<file path="src/rtl/aes_block_sequencer.sv">
// Block-mode sequencer around an external AES core: gathers stream chunks into a block,
// applies ECB/CBC chaining around the core, and streams the result back out chunk by chunk.
module aes_block_sequencer #(
    parameter int BLOCK_W  = 128,
    parameter int STREAM_W = 32,
    parameter int CNT_W    = 16
) (
    input  logic                                   clk_i,
    input  logic                                   rst_i,
    input  logic                                   clear_i,
    input  logic                                   start_i,
    input  logic [CNT_W-1:0]                       num_blocks_i,
    input  logic [1:0]                             mode_i,
    input  logic [BLOCK_W-1:0]                     iv_i,
    input  logic [STREAM_W-1:0]                    in_data_i,
    input  logic                                   in_valid_i,
    output logic                                   in_ready_o,
    output logic                                   core_start_o,
    output logic [BLOCK_W-1:0]                     core_data_o,
    input  logic                                   core_done_i,
    input  logic [BLOCK_W-1:0]                     core_result_i,
    output logic [STREAM_W-1:0]                    out_data_o,
    output logic                                   out_valid_o,
    input  logic                                   out_ready_i,
    output logic                                   busy_o,
    output logic                                   done_o,
    output logic [CNT_W-1:0]                       block_cnt_o,
    output logic [$clog2(BLOCK_W/STREAM_W):0]      chunk_cnt_o
);

    localparam int CHUNKS = BLOCK_W / STREAM_W;
    localparam int CCW    = $clog2(CHUNKS) + 1;
    localparam int IDX_W  = (CHUNKS > 1) ? $clog2(CHUNKS) : 1;
    localparam logic [CCW-1:0] LAST_CHUNK = CCW'(CHUNKS - 1);

    localparam logic [2:0] S_IDLE       = 3'd0;
    localparam logic [2:0] S_LOAD       = 3'd1;
    localparam logic [2:0] S_CORE_START = 3'd2;
    localparam logic [2:0] S_CORE_WAIT  = 3'd3;
    localparam logic [2:0] S_DRAIN      = 3'd4;
    localparam logic [2:0] S_FINISHED   = 3'd5;

    localparam logic [1:0] MODE_CBC_ENC = 2'b01;
    localparam logic [1:0] MODE_CBC_DEC = 2'b10;

    logic [2:0]         state_reg, state_next;
    logic [1:0]         mode_reg, mode_next;
    logic [CNT_W-1:0]   total_reg, total_next;
    logic [CNT_W-1:0]   block_cnt_reg, block_cnt_next;
    logic [CCW-1:0]     chunk_cnt_reg, chunk_cnt_next;
    logic [BLOCK_W-1:0] chain_reg, chain_next;
    logic [BLOCK_W-1:0] block_reg, block_next;
    logic [BLOCK_W-1:0] buf_reg, buf_next;
    logic [BLOCK_W-1:0] core_data_reg, core_data_next;

    logic [IDX_W-1:0]    chunk_idx;
    logic [BLOCK_W-1:0]  block_loaded;
    logic [STREAM_W-1:0] buf_chunks [CHUNKS];
    logic [CNT_W-1:0]    block_cnt_inc;
    logic                is_cbc_enc;
    logic                is_cbc_dec;

    assign chunk_idx     = chunk_cnt_reg[IDX_W-1:0];
    assign block_cnt_inc = block_cnt_reg + CNT_W'(1);
    assign is_cbc_enc    = (mode_reg == MODE_CBC_ENC);
    assign is_cbc_dec    = (mode_reg == MODE_CBC_DEC);

    // block_loaded is the input block with the current chunk merged in, so the
    // last chunk can feed the core word in the same cycle it is accepted.
    genvar gi;
    generate
        for (gi = 0; gi < CHUNKS; gi++) begin : g_chunk
            assign block_loaded[gi*STREAM_W +: STREAM_W] =
                (chunk_idx == IDX_W'(gi)) ? in_data_i : block_reg[gi*STREAM_W +: STREAM_W];
            assign buf_chunks[gi] = buf_reg[gi*STREAM_W +: STREAM_W];
        end
    endgenerate

    always_comb begin
        state_next     = state_reg;
        mode_next      = mode_reg;
        total_next     = total_reg;
        block_cnt_next = block_cnt_reg;
        chunk_cnt_next = chunk_cnt_reg;
        chain_next     = chain_reg;
        block_next     = block_reg;
        buf_next       = buf_reg;
        core_data_next = core_data_reg;

        if (clear_i) begin
            state_next     = S_IDLE;
            mode_next      = '0;
            total_next     = '0;
            block_cnt_next = '0;
            chunk_cnt_next = '0;
            chain_next     = '0;
            block_next     = '0;
            buf_next       = '0;
            core_data_next = '0;
        end else begin
            case (state_reg)
                S_IDLE: begin
                    if (start_i) begin
                        block_cnt_next = '0;
                        chunk_cnt_next = '0;
                        if (num_blocks_i != '0) begin
                            total_next = num_blocks_i;
                            mode_next  = mode_i;
                            chain_next = iv_i;
                            state_next = S_LOAD;
                        end else begin
                            state_next = S_FINISHED;
                        end
                    end
                end
                S_LOAD: begin
                    if (in_valid_i) begin
                        block_next = block_loaded;
                        if (chunk_cnt_reg == LAST_CHUNK) begin
                            chunk_cnt_next = '0;
                            core_data_next = is_cbc_enc ? (block_loaded ^ chain_reg) : block_loaded;
                            state_next     = S_CORE_START;
                        end else begin
                            chunk_cnt_next = chunk_cnt_reg + CCW'(1);
                        end
                    end
                end
                S_CORE_START: begin
                    state_next = S_CORE_WAIT;
                end
                S_CORE_WAIT: begin
                    if (core_done_i) begin
                        buf_next = is_cbc_dec ? (core_result_i ^ chain_reg) : core_result_i;
                        if (is_cbc_enc) begin
                            chain_next = core_result_i;
                        end else if (is_cbc_dec) begin
                            chain_next = block_reg;
                        end
                        chunk_cnt_next = '0;
                        state_next     = S_DRAIN;
                    end
                end
                S_DRAIN: begin
                    if (out_ready_i) begin
                        if (chunk_cnt_reg == LAST_CHUNK) begin
                            chunk_cnt_next = '0;
                            block_cnt_next = block_cnt_inc;
                            state_next     = (block_cnt_inc == total_reg) ? S_FINISHED : S_LOAD;
                        end else begin
                            chunk_cnt_next = chunk_cnt_reg + CCW'(1);
                        end
                    end
                end
                S_FINISHED: begin
                    chunk_cnt_next = '0;
                    state_next     = S_IDLE;
                end
                default: begin
                    state_next = S_IDLE;
                end
            endcase
        end
    end

    always_ff @(posedge clk_i or posedge rst_i) begin
        if (rst_i) begin
            state_reg     <= S_IDLE;
            mode_reg      <= '0;
            total_reg     <= '0;
            block_cnt_reg <= '0;
            chunk_cnt_reg <= '0;
            chain_reg     <= '0;
            block_reg     <= '0;
            buf_reg       <= '0;
            core_data_reg <= '0;
        end else begin
            state_reg     <= state_next;
            mode_reg      <= mode_next;
            total_reg     <= total_next;
            block_cnt_reg <= block_cnt_next;
            chunk_cnt_reg <= chunk_cnt_next;
            chain_reg     <= chain_next;
            block_reg     <= block_next;
            buf_reg       <= buf_next;
            core_data_reg <= core_data_next;
        end
    end

    assign busy_o       = (state_reg != S_IDLE);
    assign done_o       = (state_reg == S_FINISHED);
    assign in_ready_o   = (state_reg == S_LOAD);
    assign core_start_o = (state_reg == S_CORE_START);
    assign out_valid_o  = (state_reg == S_DRAIN);
    assign core_data_o  = core_data_reg;
    assign out_data_o   = (state_reg == S_DRAIN) ? buf_chunks[chunk_idx] : '0;
    assign block_cnt_o  = block_cnt_reg;
    assign chunk_cnt_o  = chunk_cnt_reg;

endmodule

</file>
<file path="config.mk">
export PLATFORM = sky130hd
export DESIGN_NAME = aes_block_sequencer
export DESIGN_NICKNAME = d
export VERILOG_FILES = /design/src/rtl/aes_block_sequencer.sv
export SDC_FILE = /design/constraint.sdc
export NUM_CORES = 2
export LEC_CHECK = 0
export ABC_AREA = 1
export CAP_MARGIN = 20
export CORE_MARGIN = 1.5
export CORE_UTILIZATION = 50
export DETAILED_ROUTE_END_ITERATION = 7
export GPL_TIMING_DRIVEN = 0
export PLACE_DENSITY_LB_ADDON = 0.15
export SETUP_SLACK_MARGIN = 0.4
export SYNTH_ARGS = -nofsm -noshare
export SYNTH_HDL_FRONTEND = slang
export SYNTH_SLANG_ARGS = --single-unit
</file>
<file path="constraint.sdc">
create_clock -name clk_i -period 24.6 [get_ports clk_i]
set_clock_uncertainty 0.2 [all_clocks]
set_input_delay 4.92 -clock clk_i [delete_from_list [all_inputs] [get_ports clk_i]]
set_output_delay 4.92 -clock clk_i [all_outputs]
set_load 0.1 [all_outputs]
</file>
==> flow_summary.toml <==
[route]
post_drt_wl_per_cell_um = 24.88
drt_iter0_drc = 4990
dr.max_layer_used = "met5"
drt-total-wl_um = 132100
num_vias = 32545
vias_per_cell = 6.129
met1_length_um = 51240
drc_errors = 0
firstDrtPassIters = 8
wl_met2_um = 54390
drtAntennaViolNets = 0
met3_length_um = 16960

[clocking]
postCtsHoldBufs = 0
clk_path_buf_depth = 3
cts_tree = "built"
clock_latency_ns = 0.64
numClockSinks = 552
clkTransAtPathRegs_ns = 0.06
post_cts_resized = 0
cts.htree.levels = 2
postCtsSetupRepairBufs = 0
cts_buffers = 61
cts_root_buf = "clkbuf_16"

[pwr]
irDropWorstVdd_mv = 0.07692
power_w = 0.003440
leakagePower_nw = 15.84
p_int_w = 0.001928
power_switching_w = 0.001512
clkPwrFrac_pct = 27.3
sw_frac_of_total_pct = 43.96
p_comb_share_pct = 38.4
p_per_area_nw_per_um2 = 89.65
pwr-share-seq_pct = 34.4

[global_routing]
grt.total_usage_pct = 41.27
grt_max_degree = 122
grt_pass1_vias = 29375
antenna_found_initial = 6
gr-total-overflow = 0
grt_pass1_wl_um = 190000

[flow_run]
max_cap_violations = 0

[synthesis]
syn-num-nets = 4234
synth_area_leaders = "dfrtp_1 46%, o21ai_0 14%, nand2_1 8.9%"
synth_top_area_cell = "dfrtp_1"
synth_ff_type = "dfrtp_1"
synth_edf_count = 0
yosysTopAreaCellShare_pct = 45.64
syn_inst = 3916
avgSynthCellArea_um2 = 7.728
async_reset_ff_share_pct = 100.0
yosysWarnings = 0
synth.cell_area_um2 = 30260
ys_types = 36
synth_seq_cells = 552
seq_area_frac_synth_pct = 45.64

[sta]
whs_ns = 0.3012
min_period_over_period_pct = 38.51
tightest_slew_ns = 1.190
slew_violations = 0
rsz0062_at_grt = "false"
timing.fmax_ghz = 0.1056
setup-violations-final = 0
layout_min_cycle_time_ns = 9.474
relSlewSlack_pct = 20.68
timing_hold_violations_final = 0

[finish]
final_cell_mix = "866 x o21ai_0, 721 x nand2_1, 552 x dfrtp_1"
syn2layout_area_growth_pct = 26.80
fin_nets = 4801
n_fill_cell = 5365
layout-drive-gt1-share_pct = 5.832
layout_commonest_cell = "o21ai_0"

[floorplanning]
rows = 90
die_w_um = 249.0
die_area_um2 = 62010
initial_core_util_pct = 50.33
die_h_um = 249.0
core_area_um2 = 60130
ios = 497

[setup_path]
worst_setup_path_end_kind = "output port"
worstPathRequired_ns = 19.48
cp-start-kind = "register"
worstPathCellList = "clkbuf_1 -> inv_1 -> clkbuf_1 -> clkbuf_1 -> o21ai_0 -> a21oi_1 -> clkdlybuf4s50_1"
crit_type = "reg2out"
timing.critical_path.mode_cell = "clkbuf_1"
slowest_stage = "clkdlybuf4s50_1"
cp_data_arrival_time_ns = 4.35
path_max_fanout = 10
slowest_delay_ns = 1.26

[placed_design]
dpl.hpwl_um = 97980
numPortBuffers = 496
gp_congestion = 1.019

[worst_hold_path]
hold_path.class = "reg2reg"

[outcome]
outcome = "finished clean"
## per-stage QoR
stage	setup WS, ns	util (%)	setup TNS, ns	area (um^2)	std cells
after floorplan	4.046	-	0	30260	3916
after global placement	-2.811	60.21	-1492.15	36210	5194
after detailed placement	15.90	60.53	0	36400	5202
after CTS	15.24	63.81	0	38370	5309
after global routing	15.09	63.82	0	38380	5310
final	15.13	63.82	0	38380	5310
## power by group through the flow
stage	logic (W)	registers (W)	clock network [W]
4_1_cts	0.00129	0.00118	0.000933
6_report	0.00132	0.00118	0.000939
2_1_floorplan	0.000570	0.00143	0
3_5_place_dp	0.00128	0.00119	0
3_3_place_gp	0.00127	0.00119	0
5_1_grt	0.00139	0.00120	0.000970
## routing by layer
| layer | track usage, % | up-vias |
|---|---|---|
| met3 | 10.04 | 411 |
| met2 | 58.70 | 2162 |
| li1 | - | 14581 |
| met1 | 56.79 | 15385 |
| met5 | 0 | - |
| met4 | 25.31 | 6 |
## area by class of cell
cell class | instances | area, um^2 | share of cell area [%]
plain buffers | 330 | 1450 | 3.779
repair buffers | 504 | 5147 | 13.41
clock buffers | 89 | 1752 | 4.565
well taps | 782 | 978.4 | 2.550
diodes | 1 | 2.502 | 0.006521
multi-input cells | 2785 | 14070 | 36.65
clock inverters | 18 | 224.0 | 0.5836
flip-flops and latches | 552 | 13810 | 35.99
inverters | 249 | 942.2 | 2.455
## synth_stat cells, types with 3 or more instances
master    count
o21ai_0     866
dfrtp_1     552
a21oi_1     225
a22oi_1     128
nor2_4        3
clkbuf_1    173
nor3_1        6
buf_2       130
buf_1        14
o22ai_1      75
nor2_2        4
nand3_1     304
nor2_1      159
nand2_1     721
inv_2         6
xor2_1      132
buf_4        13
nand2_2       3
nor4_1        4
ha_1          5
nand4_1     134
inv_1       242
## worst max-delay path: cells and delay by family (launching register included)
| family | cells | cell delay [ns] |
|---|---|---|
| buffers and inverters | 5 | 2.52 |
| AO/OA/AOI/OAI | 2 | 0.71 |
| flip-flops | 1 | 0.47 |
## cell families (layout without fill, tap and decap cells)
| kind of cell | after synthesis | in the layout | synth area share, % |
|---|---|---|---|
| AO/OA/AOI/OAI | 1303 | 1303 | 23.02 |
| flip-flops | 552 | 552 | 45.64 |
| other | 0 | 1 | 0 |
| adder cells (fa/ha/maj) | 5 | 5 | 0.2067 |
| XOR/XNOR | 136 | 136 | 4.027 |
| AND/OR/NAND/NOR | 1341 | 1341 | 19.22 |
| buffers and inverters | 579 | 1190 | 7.880 |
## path summary, 6_finish.rpt
kind	end	cells past startpoint	slack, ns	from
worst max-delay path	out_data_o[11]	7	15.13	chunk_cnt_o[0]$_DFFE_PP0P_
worst min-delay path	core_data_o[9]$_DFFE_PP0P_	2	0.30	core_data_o[9]$_DFFE_PP0P_
worst max register to register	core_data_o[16]$_DFFE_PP0P_	10	20.34	chunk_cnt_o[0]$_DFFE_PP0P_
worst min register to register	core_data_o[9]$_DFFE_PP0P_	2	0.30	core_data_o[9]$_DFFE_PP0P_
max in group asynchronous	block_reg[10]$_DFFE_PP0P_	5	17.91	rst_i
min in group asynchronous	total_reg[5]$_DFFE_PP0P_	2	4.47	rst_i
Power figures use the tool's default switching activity.
